### src/rtl/mdr_unit_if.sv
// Bundle of the MDR stage data/control signals: source select, load enable,
// both data sources, the mux output and the register contents.
interface mdr_unit_if #(
  parameter int unsigned WIDTH = 32
);
  logic             mdrin;
  logic             read;
  logic [WIDTH-1:0] bmi;
  logic [WIDTH-1:0] mdi;
  logic [WIDTH-1:0] D;
  logic [WIDTH-1:0] Q;

  modport master (
    output mdrin, read, bmi, mdi,
    input  D, Q
  );

  modport slave (
    input  mdrin, read, bmi, mdi,
    output D, Q
  );
endinterface

### src/rtl/mdr_unit.sv
// Memory Data Register stage: MuxMD picks bus or memory data, and the MDR
// captures it on load-enabled rising edges; clr is synchronous and wins.
module mdr_unit #(
  parameter int unsigned WIDTH = 32
) (
  input  logic      clk,
  input  logic      clr,
  mdr_unit_if.slave bus
);

  logic [WIDTH-1:0] mux_d;
  logic [WIDTH-1:0] q_d;
  logic [WIDTH-1:0] q_q;

  // Ternary rather than if/else so an unknown select propagates instead of
  // silently falling back to the bus source.
  always_comb begin
    mux_d = bus.read ? bus.mdi : bus.bmi;
  end

  always_comb begin
    q_d = q_q;
    if (bus.mdrin) begin
      q_d = mux_d;
    end
  end

  always_ff @(posedge clk) begin
    if (clr) begin
      q_q <= '0;
    end else begin
      q_q <= q_d;
    end
  end

  assign bus.D = mux_d;
  assign bus.Q = q_q;

endmodule

### src/flat_wrapper.sv
// flat-port wrapper written by rule: the top's interface ports become plain ports
module mdr_unit_flat 
#(
  parameter int unsigned WIDTH = 32
)
  (clk, clr, bus_mdrin, bus_read, bus_bmi, bus_mdi, bus_D, bus_Q);
  mdr_unit_if #(.WIDTH(WIDTH)) bus_i ();
  input  logic clk;
  input  logic clr;
  input wire logic [$bits(bus_i.mdrin)-1:0] bus_mdrin;
  input wire logic [$bits(bus_i.read)-1:0] bus_read;
  input wire logic [$bits(bus_i.bmi)-1:0] bus_bmi;
  input wire logic [$bits(bus_i.mdi)-1:0] bus_mdi;
  output wire logic [$bits(bus_i.D)-1:0] bus_D;
  output wire logic [$bits(bus_i.Q)-1:0] bus_Q;
  assign bus_i.mdrin = bus_mdrin;
  assign bus_i.read = bus_read;
  assign bus_i.bmi = bus_bmi;
  assign bus_i.mdi = bus_mdi;
  assign bus_D = bus_i.D;
  assign bus_Q = bus_i.Q;
  mdr_unit #(.WIDTH(WIDTH)) u_core (.clk(clk), .clr(clr), .bus(bus_i));
endmodule
### config.mk
export PLATFORM = sky130hd
export DESIGN_NAME = mdr_unit_flat
export DESIGN_NICKNAME = d
export VERILOG_FILES = /design/src/rtl/mdr_unit_if.sv /design/src/rtl/mdr_unit.sv /design/src/flat_wrapper.sv
export SDC_FILE = /design/constraint.sdc
export NUM_CORES = 1
export LEC_CHECK = 0
export BUFFER_PORTS_ARGS = -buffer_cell sky130_fd_sc_hd__buf_2
export CORE_MARGIN = 3
export CORE_UTILIZATION = 43
export DETAILED_ROUTE_END_ITERATION = 10
export GPL_TIMING_DRIVEN = 0
export PLACE_DENSITY = 0.89
export SYNTH_ARGS = -nofsm -noshare
export SYNTH_HDL_FRONTEND = slang
export SYNTH_SLANG_ARGS = --single-unit
### constraint.sdc
create_clock -name clk -period 2 [get_ports clk]
set_clock_uncertainty 0.05 [all_clocks]
set_input_delay 0.4 -clock clk [delete_from_list [all_inputs] [get_ports clk]]
set_output_delay 0.4 -clock clk [all_outputs]
set_load 0.02 [all_outputs]
## Word level (Yosys, flattened, before mapping)

Cells that the tools add are included.

| word-level totals | value |
|---|---|
| flip-flop bits (word level) | 32 |
| output and inout port bits | 64 |
| bits of input ports | 68 |
| logic and storage cells | 2 |

| operators by class | value |
|---|---|
| muxes and demuxes | 1 |

Operators with widths:

| cell | count |
|---|---|
| $mux W32 | 1 |

## Longest topological paths before layout

Gate-level depths: netlist of run 1.

| depth | value |
|---|---|
| word-level depth | 1 |
| mapped depth | 4 |

## Worst setup path before layout of run 1

OpenSTA, ideal clock, no wires.

| path | value |
|---|---|
| path kind | input-to-output |
| from | in bus_read |
| to | out bus_D[10] |
| path slack | 547 ps |
| path buffers | 2 |
| stages on the path | 3 |
| data required time | 1550 ps |
| arrival time | 1003 ps |
| path through | buf_6 -> buf_6 -> mux2_4 |

| between the ends | value |
|---|---|
| word-level cells in the longest chain between the ends | 1 |

Ends and longest elaborated chain:

| what | line | text |
|---|---|---|
| start, declared | flat_wrapper.sv:11 | `input wire logic [$bits(bus_i.read)-1:0] bus_read;` |
| $mux W32 | mdr_unit.sv:18 | `mux_d = bus.read ? bus.mdi : bus.bmi;` |
| end, declared | flat_wrapper.sv:14 | `output wire logic [$bits(bus_i.D)-1:0] bus_D;` |

Every way passes these cells.

## Worst setup path in the final report of run 1

| path | value |
|---|---|
| from | in bus_read |
| to | out bus_D[17] |

The elaborated chain is that of the path after synthesis.

==> impl_metrics.py, run 1 <==
metrics = {
    "critical_path": {
        "critPathRequiredTime_ns": 1.55,
        "cp-start-kind": "input port",
        "path_class": "input port to output pin",
        "arrival_ns": 1.18,
        "end_kind": "output pin",
        "worst-path-max-fanout": 10,
    },
    "power": {
        "p_leak_uw": 0.00134,
        "intPower_uw": 1330,
        "power.share.clock_pct": 32.3,
        "power_frac_comb_pct": 29.5,
        "vdd_drop_max_mv": 0.536,
        "p_sw_share_pct": 28.5,
        "net-switching-power_uw": 529,
        "power.density_mw_per_mm2": 717,
        "pwr-share-seq_pct": 38.2,
    },
    "sta": {
        "hold_viol_final": 0,
        "finalSetupTns_ns": 0,
        "period_minus_slack_ns": 1.63,
        "whs_ns": 0.397,
        "worst_pin_slew_ns": 0.469,
        "drv_slew": 0,
        "clock.fmax_ghz": 0.615,
        "rsz0062_at_grt": "false",
        "finalCritPeriodShare_pct": 81.3,
        "setup_viol": 0,
        "relSlewSlack_pct": 68.7,
    },
    "synth": {
        "yosysUniqueCellTypes": 10,
        "yosys_warnings": 0,
        "synth_cells": 143,
        "ys_seq_area_share_pct": 36.2,
        "synth_enable_flop_cells": 0,
        "synth-simple-area-share_pct": 0,
        "yosysTopAreaCell": "dfxtp_1",
        "async_flop_share_pct": 0,
        "synth-xor-area-share_pct": 0,
        "yosys-top-cells-count": "32 x dfxtp_1, 32 x o21a_1, 32 x o21ba_2",
        "synth_top_family_by_area": "compound AO/OA/AOI/OAI gates",
        "muxShareOfSynthArea_pct": 26.7,
        "syn_area_per_cell_sq_um": 12.4,
        "yosys-top-cells-area": "dfxtp_1 36%, mux2_4 25%, o21ba_2 18%",
        "synth_fa_ha_area_share_pct": 0,
        "ys.flop_type": "dfxtp_1",
        "synth_top_area_share_pct": 36.2,
        "ys_ff_latch": 32,
        "synth_fp_nets": 211,
        "synth_area_sq_mm": 0.00177,
        "synth-compound-area-share_pct": 31.7,
    },
    "drt": {
        "wl_met2_microns": 2700,
        "avgRoutedWirePerCell_microns": 14.8,
        "drtAntennaViolNets": 0,
        "routed.top_layer": "met4",
        "vias": 1608,
        "m1WireLength_microns": 1760,
        "wirelength_microns": 4870,
        "first_iter_violations": 47,
        "drt_pass1_iterations": 3,
        "dr_wl_met3_microns": 343,
        "remaining_drc_errors": 0,
        "viasPerCell": 4.90,
    },
    "global_routing": {
        "grt_pass1_wl_microns": 7910,
        "grt.overflow.total": 0,
        "antenna_found_initial": 0,
        "grt_max_degree": 11,
        "grt_use_total_pct": 20.2,
        "first_global_vias": 1738,
    },
    "cells_and_area": {
        "fin_nets": 347,
        "largest_reg_flops": 32,
        "n_fill_cell": 310,
        "area_delta_synth_final_pct": 45.9,
        "drive_gt1_share_pct": 74.6,
        "antenna_cells": 0,
    },
    "min_path": {
        "hp-class": "input port to flop",
    },
    "clock_network": {
        "clk_pin_slew_ns": 0.07,
        "clockBufferDepth": 2,
        "postCtsResizedCells": 0,
        "insertion_delay_ns": 0.28,
        "cts_setup_buffers": 0,
        "ctsHtreeMaxLevel": 2,
        "ctsHoldBuffers": 0,
        "numCtsBuffers": 5,
        "cts_tree": "built",
        "cts-root-buf": "clkbuf_8",
        "cts_sinks": 32,
    },
    "run": {
        "drv_cap": 0,
    },
    "place": {
        "dp_hpwl_microns": 4030,
        "io_buffers": 129,
        "gp_congestion": 0.745,
    },
    "floorplanning": {
        "start_util_pct": 46.3,
        "coreArea_sq_mm": 0.00383,
        "row_count": 22,
        "die_y_microns": 70.2,
        "dieArea_sq_mm": 0.00492,
        "fp.dieW_microns": 70.2,
        "io_pins": 132,
    },
    "outcome": {
        "status": "finished clean",
    },
}
worst max-delay path, stage by stage:
cell and delay (ns):
buf_6 0.10, buf_6 0.18, mux2_4 0.32, buf_2 0.16
area by class of cell:
| cell class | count | area (sq um) | area share (%) |
|---|---|---|---|
| plain buffers | 14 | 92.6 | 3.58 |
| clock buffers | 6 | 72.6 | 2.81 |
| clock inverters | 2 | 35.0 | 1.36 |
| inverters | 1 | 3.75 | 0.145 |
| multi-input cells | 96 | 1030 | 40.0 |
| flip-flops and latches | 32 | 641 | 24.8 |
| well taps | 48 | 60.1 | 2.32 |
| repair buffers | 129 | 646 | 25.0 |
logic make-up after synthesis:
kind of cell           after synthesis
AOI/OAI and AO/OA                   64
buffers and inverters               15
DFF                                 32
muxes                               32
metrics by stage:
step	total power [uW]	setup slack (ns)	std cells	cell area (sq um)	util [%]
final	1850	0.375	328	2580	67.5
after global routing	1950	0.349	328	2580	67.5
after CTS	1870	0.363	328	2580	67.5
after detailed placement	1280	0.362	320	2480	64.7
after global placement	1260	0.379	320	2480	64.7
after floorplan	1080	0.547	143	1770	-
worst paths after layout:
kind | startpoint | to | slack, ns | cells after the start
max | bus_read | bus_D[17] | 0.37 | 4
min | bus_bmi[6] | u_core.bus.Q[6]$_SDFFE_PP0P_ | 0.40 | 3
max reg2reg | u_core.bus.Q[30]$_SDFFE_PP0P_ | u_core.bus.Q[30]$_SDFFE_PP0P_ | 1.23 | 2
min reg2reg | u_core.bus.Q[31]$_SDFFE_PP0P_ | u_core.bus.Q[31]$_SDFFE_PP0P_ | 0.51 | 2
routing by layer:
layer  GRT usage (%)  up-vias
li1                -      784
met1            20.3      752
met2            38.5       66
met3            7.34        6
met4            5.74        0
met5               0        -
placed cells by master, fill, tap and decap left out:
cell type	n
mux2_2	2
clkbuf_1	6
bufinv_16	1
mux2_4	30
buf_6	3
inv_1	1
o21ba_2	32
clkbuf_8	5
clkinv_2	1
buf_8	1
buf_2	134
dfxtp_1	32
o21a_1	32
power by group through the flow:
stage	clock [uW]	combinational [uW]	sequential, uW
2_1_floorplan	0	300	781
3_3_place_gp	0	539	718
3_5_place_dp	0	553	722
6_report	599	547	707
4_1_cts	612	555	708
5_1_grt	645	588	713
No activity file was read; power rests on OpenSTA's default activity.
==> run 2: changes to the inputs <==
--- a/config.mk
+++ b/config.mk
@@ -7,10 +7,10 @@
 export LEC_CHECK = 0
 export BUFFER_PORTS_ARGS = -buffer_cell sky130_fd_sc_hd__buf_2
 export CORE_MARGIN = 3
-export CORE_UTILIZATION = 43
+export CORE_UTILIZATION = 40
 export DETAILED_ROUTE_END_ITERATION = 10
 export GPL_TIMING_DRIVEN = 0
-export PLACE_DENSITY = 0.89
+export PLACE_DENSITY = 0.84
 export SYNTH_ARGS = -nofsm -noshare
 export SYNTH_HDL_FRONTEND = slang
 export SYNTH_SLANG_ARGS = --single-unit
==> constraint.sdc (replaced) <==
create_clock -name clk -period 1.5 [get_ports clk]
set_clock_uncertainty 0.05 [all_clocks]
set_input_delay 0.3 -clock clk [delete_from_list [all_inputs] [get_ports clk]]
set_output_delay 0.3 -clock clk [all_outputs]
set_load 0.02 [all_outputs]
==> run 2 against run 1 <==
  * Largest power group unchanged
  * Cell area decreased by 0.58%
  * Global-route usage decreased by 3.0 points
  * Largest cell class unchanged
  * Non-clock buffer count unchanged
  * Sequential power increased by 33%
  * Worst setup slack got worse by 0.30 ns
  * Count of clock-buffer cells in the layout increased by 2
  * Power increased by 25%
  * Flip-flop and latch count unchanged
  * Utilization decreased by 5.5 points
  * Die area increased by 6.9%
==> impl_metrics.py, run 2 (synthesized netlist as in run 1, its figures left out) <==
metrics = {
    "outcome": {
        "status": "finished clean",
    },
    "cells_and_area": {
        "final_cell_mix": "134 x buf_2, 32 x o21ba_2, 32 x o21a_1, 32 x dfxtp_1, 30 x mux2_4",
        "register_area_sq_um": 641,
        "layout_commonest_cell": "buf_2",
        "area_delta_synth_final_pct": 45.1,
        "drive_gt1_share_pct": 74.3,
        "fin_cells": 330,
        "multi_input_area_sq_mm": 0.00103,
        "n_fill_cell": 356,
        "antenna_cells": 0,
        "fin_nets": 347,
        "largest_reg_flops": 32,
    },
    "clock_network": {
        "ctsHoldBuffers": 0,
        "postCtsResizedCells": 0,
        "clockBufferDepth": 2,
        "numCtsBuffers": 5,
        "cts_setup_buffers": 0,
        "clk_pin_slew_ns": 0.06,
        "cts_tree": "built",
        "cts_sinks": 32,
        "ctsHtreeMaxLevel": 2,
        "insertion_delay_ns": 0.27,
        "cts-root-buf": "clkbuf_8",
    },
    "global_routing": {
        "first_global_vias": 1694,
        "antenna_found_initial": 0,
        "grt_max_degree": 11,
        "grt.overflow.total": 0,
        "grt_use_total_pct": 17.2,
        "grt_pass1_wl_microns": 7100,
    },
    "floorplanning": {
        "row_count": 23,
        "start_util_pct": 42.7,
        "coreArea_sq_mm": 0.00414,
        "dieArea_sq_mm": 0.00526,
        "fp.dieW_microns": 72.5,
        "io_pins": 132,
        "die_y_microns": 72.5,
    },
    "run": {
        "drv_cap": 0,
    },
    "drt": {
        "avgRoutedWirePerCell_microns": 13.8,
        "routed.top_layer": "met4",
        "drtAntennaViolNets": 0,
        "vias": 1629,
        "viasPerCell": 4.94,
        "remaining_drc_errors": 0,
        "wirelength_microns": 4560,
        "wl_met2_microns": 2410,
        "first_iter_violations": 25,
        "m1WireLength_microns": 1620,
        "dr_wl_met3_microns": 503,
        "drt_pass1_iterations": 3,
    },
    "critical_path": {
        "arrival_ns": 1.08,
        "cp-start-kind": "input port",
        "critPathRequiredTime_ns": 1.15,
        "startpoint": "bus_read",
        "end_kind": "output pin",
        "r2r-start": "u_core.bus.Q[24]$_SDFFE_PP0P_",
        "r2r_slack_ns": 0.74,
        "path_class": "input port to output pin",
        "worst-path-max-fanout": 10,
    },
    "sta": {
        "hold_viol_final": 0,
        "period_minus_slack_ns": 1.43,
        "whs_ns": 0.306,
        "relSlewSlack_pct": 68.6,
        "setup_viol": 0,
        "layout_setup_ws_ns": 0.0722,
        "clock.fmax_ghz": 0.700,
        "finalSetupTns_ns": 0,
        "drv_slew": 0,
        "worst_pin_slew_ns": 0.471,
        "rsz0062_at_grt": "false",
        "finalCritPeriodShare_pct": 95.2,
    },
    "power": {
        "p_leak_uw": 0.00133,
        "power.density_mw_per_mm2": 904,
        "vdd_drop_max_mv": 0.560,
        "finalPower_uw": 2320,
    },
    "place": {
        "dp_hpwl_microns": 3710,
        "pre_cts_ws_ns": 0.0597,
        "dpl.cell_count": 322,
        "gp_congestion": 0.710,
        "io_buffers": 129,
    },
    "min_path": {
        "hp-class": "input port to flop",
        "min_from": "bus_mdi[1]",
    },
}
run 2: worst paths after layout:
path                                   end  cells after the start
max reg2reg  u_core.bus.Q[24]$_SDFFE_PP0P_                      2
max                               bus_D[9]                      4
min reg2reg  u_core.bus.Q[27]$_SDFFE_PP0P_                      2
min           u_core.bus.Q[1]$_SDFFE_PP0P_                      3
run 2: area by class of cell:
class	instances	area share [%]
Tap cell	50	2.44
Multi-Input combinational cell	96	40.2
Inverter	1	0.146
Timing Repair Buffer	129	25.1
Buffer	14	3.60
Sequential cell	32	24.9
Clock buffer	8	3.51
run 2: report_power, final:
| part | leakage, uW | switching (uW) | total (uW) | internal [uW] |
|---|---|---|---|---|
| Combinational | 0.00101 | 363 | 723 | 360 |
| Clock | 0.0000455 | 281 | 655 | 374 |
| Sequential | 0.000266 | 28.7 | 943 | 914 |
| Total | 0.00133 | 673 | 2320 | 1650 |
run 2: worst max-delay path, cell delays in order:
cell and delay [ns]:
buf_6 0.10, buf_6 0.18, mux2_4 0.32, buf_2 0.16
run 2: layer usage:
metal / vias up / GRT usage (%)
met5: - / 0
met4: 0 / 4.92
met3: 2 / 5.82
met2: 79 / 32.9
met1: 762 / 17.3
li1: 786 / -
run 2: per-stage QoR:
| stage | instance area (sq um) | util (%) |
|---|---|---|
| global route | 2570 | 62.0 |
| detailed placement | 2480 | 59.8 |
| CTS | 2570 | 62.0 |
| floorplan | 1770 | - |
| global placement | 2480 | 59.8 |
| finish | 2570 | 62.0 |
==> run 3: changes to the inputs <==
==> constraint.sdc (replaced) <==
create_clock -name clk -period 1.4 [get_ports clk]
set_clock_uncertainty 0.05 [all_clocks]
set_input_delay 0.28 -clock clk [delete_from_list [all_inputs] [get_ports clk]]
set_output_delay 0.28 -clock clk [all_outputs]
set_load 0.02 [all_outputs]
==> run 3 against run 2 <==
  * First-iteration DRC count is 28% lower
  * Sequential power is 7% higher
  * Worst hold slack worse by 0.021 ns
  * Global-route usage is the same
  * Highest routed layer unchanged
  * Worst setup slack worse by 0.049 ns
  * Largest cell class unchanged
  * Non-clock buffer count is the same
==> impl_metrics.py, run 3 (synthesized netlist as in run 1, its figures left out) <==
metrics = {
    "sta": {
        "finalCritPeriodShare_pct": 98.3,
        "rsz0062_at_grt": "true",
        "worst_pin_slew_ns": 0.467,
        "period_minus_slack_ns": 1.38,
        "hold_viol_final": 0,
        "finalSetupTns_ns": 0,
        "drv_slew": 0,
        "clock.fmax_ghz": 0.727,
        "setup_viol": 0,
        "relSlewSlack_pct": 68.9,
    },
    "clock_network": {
        "clockBufferDepth": 2,
        "clk_pin_slew_ns": 0.06,
        "ctsHtreeMaxLevel": 2,
        "cts_setup_buffers": 0,
        "cts_sinks": 32,
        "numCtsBuffers": 5,
        "ctsHoldBuffers": 0,
        "insertion_delay_ns": 0.27,
        "cts_tree": "built",
        "cts-root-buf": "clkbuf_8",
    },
    "min_path": {
        "hp-class": "input port to flop",
        "min_to": "u_core.bus.Q[1]$_SDFFE_PP0P_",
        "hold_depth": 3,
        "min_from": "bus_mdi[1]",
    },
    "critical_path": {
        "critical_path_buf_inv_count": 3,
        "critPathTopFamily": "buffers and inverters",
        "r2r_slack_ns": 0.64,
        "end_kind": "output pin",
        "cp-start-kind": "input port",
        "reg2reg_to": "u_core.bus.Q[24]$_SDFFE_PP0P_",
        "r2r-start": "u_core.bus.Q[24]$_SDFFE_PP0P_",
        "rr_worst_depth": 2,
        "path_class": "input port to output pin",
        "crit_chain": "buf_6 -> buf_8 -> mux2_4 -> buf_2",
        "critPathRequiredTime_ns": 1.07,
        "cp_slowest_stage_delay_ns": 0.32,
        "critPathSlowestCell": "mux2_4",
        "worst-path-max-fanout": 10,
        "arrival_ns": 1.05,
    },
    "cells_and_area": {
        "layout_commonest_cell": "buf_2",
        "drive_gt1_share_pct": 74.3,
        "fin_nets": 347,
        "stdcell_area_sq_mm": 0.00258,
        "register_area_sq_um": 641,
        "area_delta_synth_final_pct": 45.5,
        "final_cell_mix": "134 x buf_2, 32 x o21ba_2, 32 x o21a_1, 32 x dfxtp_1, 30 x mux2_4",
        "largest_reg_flops": 32,
        "antenna_cells": 0,
        "multi_input_area_sq_mm": 0.00103,
        "n_fill_cell": 355,
    },
    "power": {
        "vdd_drop_max_mv": 0.603,
        "power.density_mw_per_mm2": 969,
        "p_sw_share_pct": 29.2,
        "p_leak_uw": 0.00133,
        "net-switching-power_uw": 728,
        "power_frac_comb_pct": 31.2,
        "pwr-share-seq_pct": 40.5,
        "power.share.clock_pct": 28.4,
        "intPower_uw": 1770,
    },
    "floorplanning": {
        "row_count": 23,
        "dieArea_sq_mm": 0.00526,
        "io_pins": 132,
        "start_util_pct": 42.7,
        "die_y_microns": 72.5,
        "coreArea_sq_mm": 0.00414,
        "fp.dieW_microns": 72.5,
    },
    "global_routing": {
        "grt_pass1_wl_microns": 7100,
        "first_global_vias": 1694,
        "grt.overflow.total": 0,
        "antenna_found_initial": 0,
        "grt_max_degree": 11,
        "grt_use_total_pct": 17.2,
    },
    "drt": {
        "routed.top_layer": "met4",
        "dr_wl_met3_microns": 502,
        "remaining_drc_errors": 0,
        "drt_pass1_iterations": 2,
        "drtAntennaViolNets": 0,
        "avgRoutedWirePerCell_microns": 13.8,
        "wirelength_microns": 4560,
        "wl_met2_microns": 2420,
        "vias": 1616,
        "first_iter_violations": 18,
        "viasPerCell": 4.90,
        "m1WireLength_microns": 1610,
    },
    "outcome": {
        "status": "finished clean",
    },
    "place": {
        "place_area_sq_mm": 0.00248,
        "gp_congestion": 0.710,
        "dp_hpwl_microns": 3710,
        "io_buffers": 129,
    },
    "run": {
        "drv_cap": 0,
    },
}
run 3: per-layer routing:
layer | global-route usage, % | vias to the layer above
met5 | 0 | -
met4 | 4.92 | 0
met3 | 5.82 | 2
met2 | 32.9 | 79
met1 | 17.3 | 751
li1 | - | 784
run 3: area by class of cell:
| class | instances | area share, % |
|---|---|---|
| timing repair buffer | 129 | 25.1 |
| buffer | 14 | 3.89 |
| tap | 50 | 2.43 |
| multi-input combinational | 96 | 40.1 |
| inverter | 1 | 0.146 |
| sequential | 32 | 24.9 |
| clock buffer | 8 | 3.50 |
run 3: what timing repair did:
action,4_1_cts,5_1_grt
pin swaps,0,0
setup endpoints to repair,1,10
gates resized for setup,1,1
run 3: power groups by stage:
stage / sequential (uW) / combinational (uW) / clock [uW]
finish: 1010 / 778 / 708
global route: 1020 / 834 / 778
CTS: 1010 / 789 / 727
detailed placement: 1030 / 786 / 0
global placement: 1030 / 770 / 0
floorplan: 1120 / 429 / 0
run 3: worst max path at each step:
stage,startpoint,endpoint,cells after the start
final,bus_read,bus_D[10],4
after global placement,bus_read,bus_D[10],4
after detailed placement,bus_read,bus_D[10],4
after global routing,bus_read,bus_D[20],4
after floorplan,bus_read,u_core.bus.Q[10]$_SDFFE_PP0P_,4
after CTS,bus_read,bus_D[26],4
run 3: worst reg2reg max path: stages (launching register included):
cell and delay, ns:
dfxtp_1 0.32, o21ba_2 0.19, o21a_1 0.10
run 3: per-stage QoR:
| stage | hold WS, ns | util (%) | setup slack (ns) | cells | total power (uW) |
|---|---|---|---|---|---|
| after floorplan | 0.494 | - | 0.184 | 143 | 1550 |
| after global placement | 0.492 | 59.8 | 0.00690 | 322 | 1800 |
| after detailed placement | 0.502 | 59.8 | -0.000307 | 322 | 1820 |
| after CTS | 0.278 | 62.1 | 0.000208 | 330 | 2530 |
| after global routing | 0.283 | 62.2 | -0.00659 | 330 | 2630 |
| final | 0.285 | 62.2 | 0.0237 | 330 | 2500 |
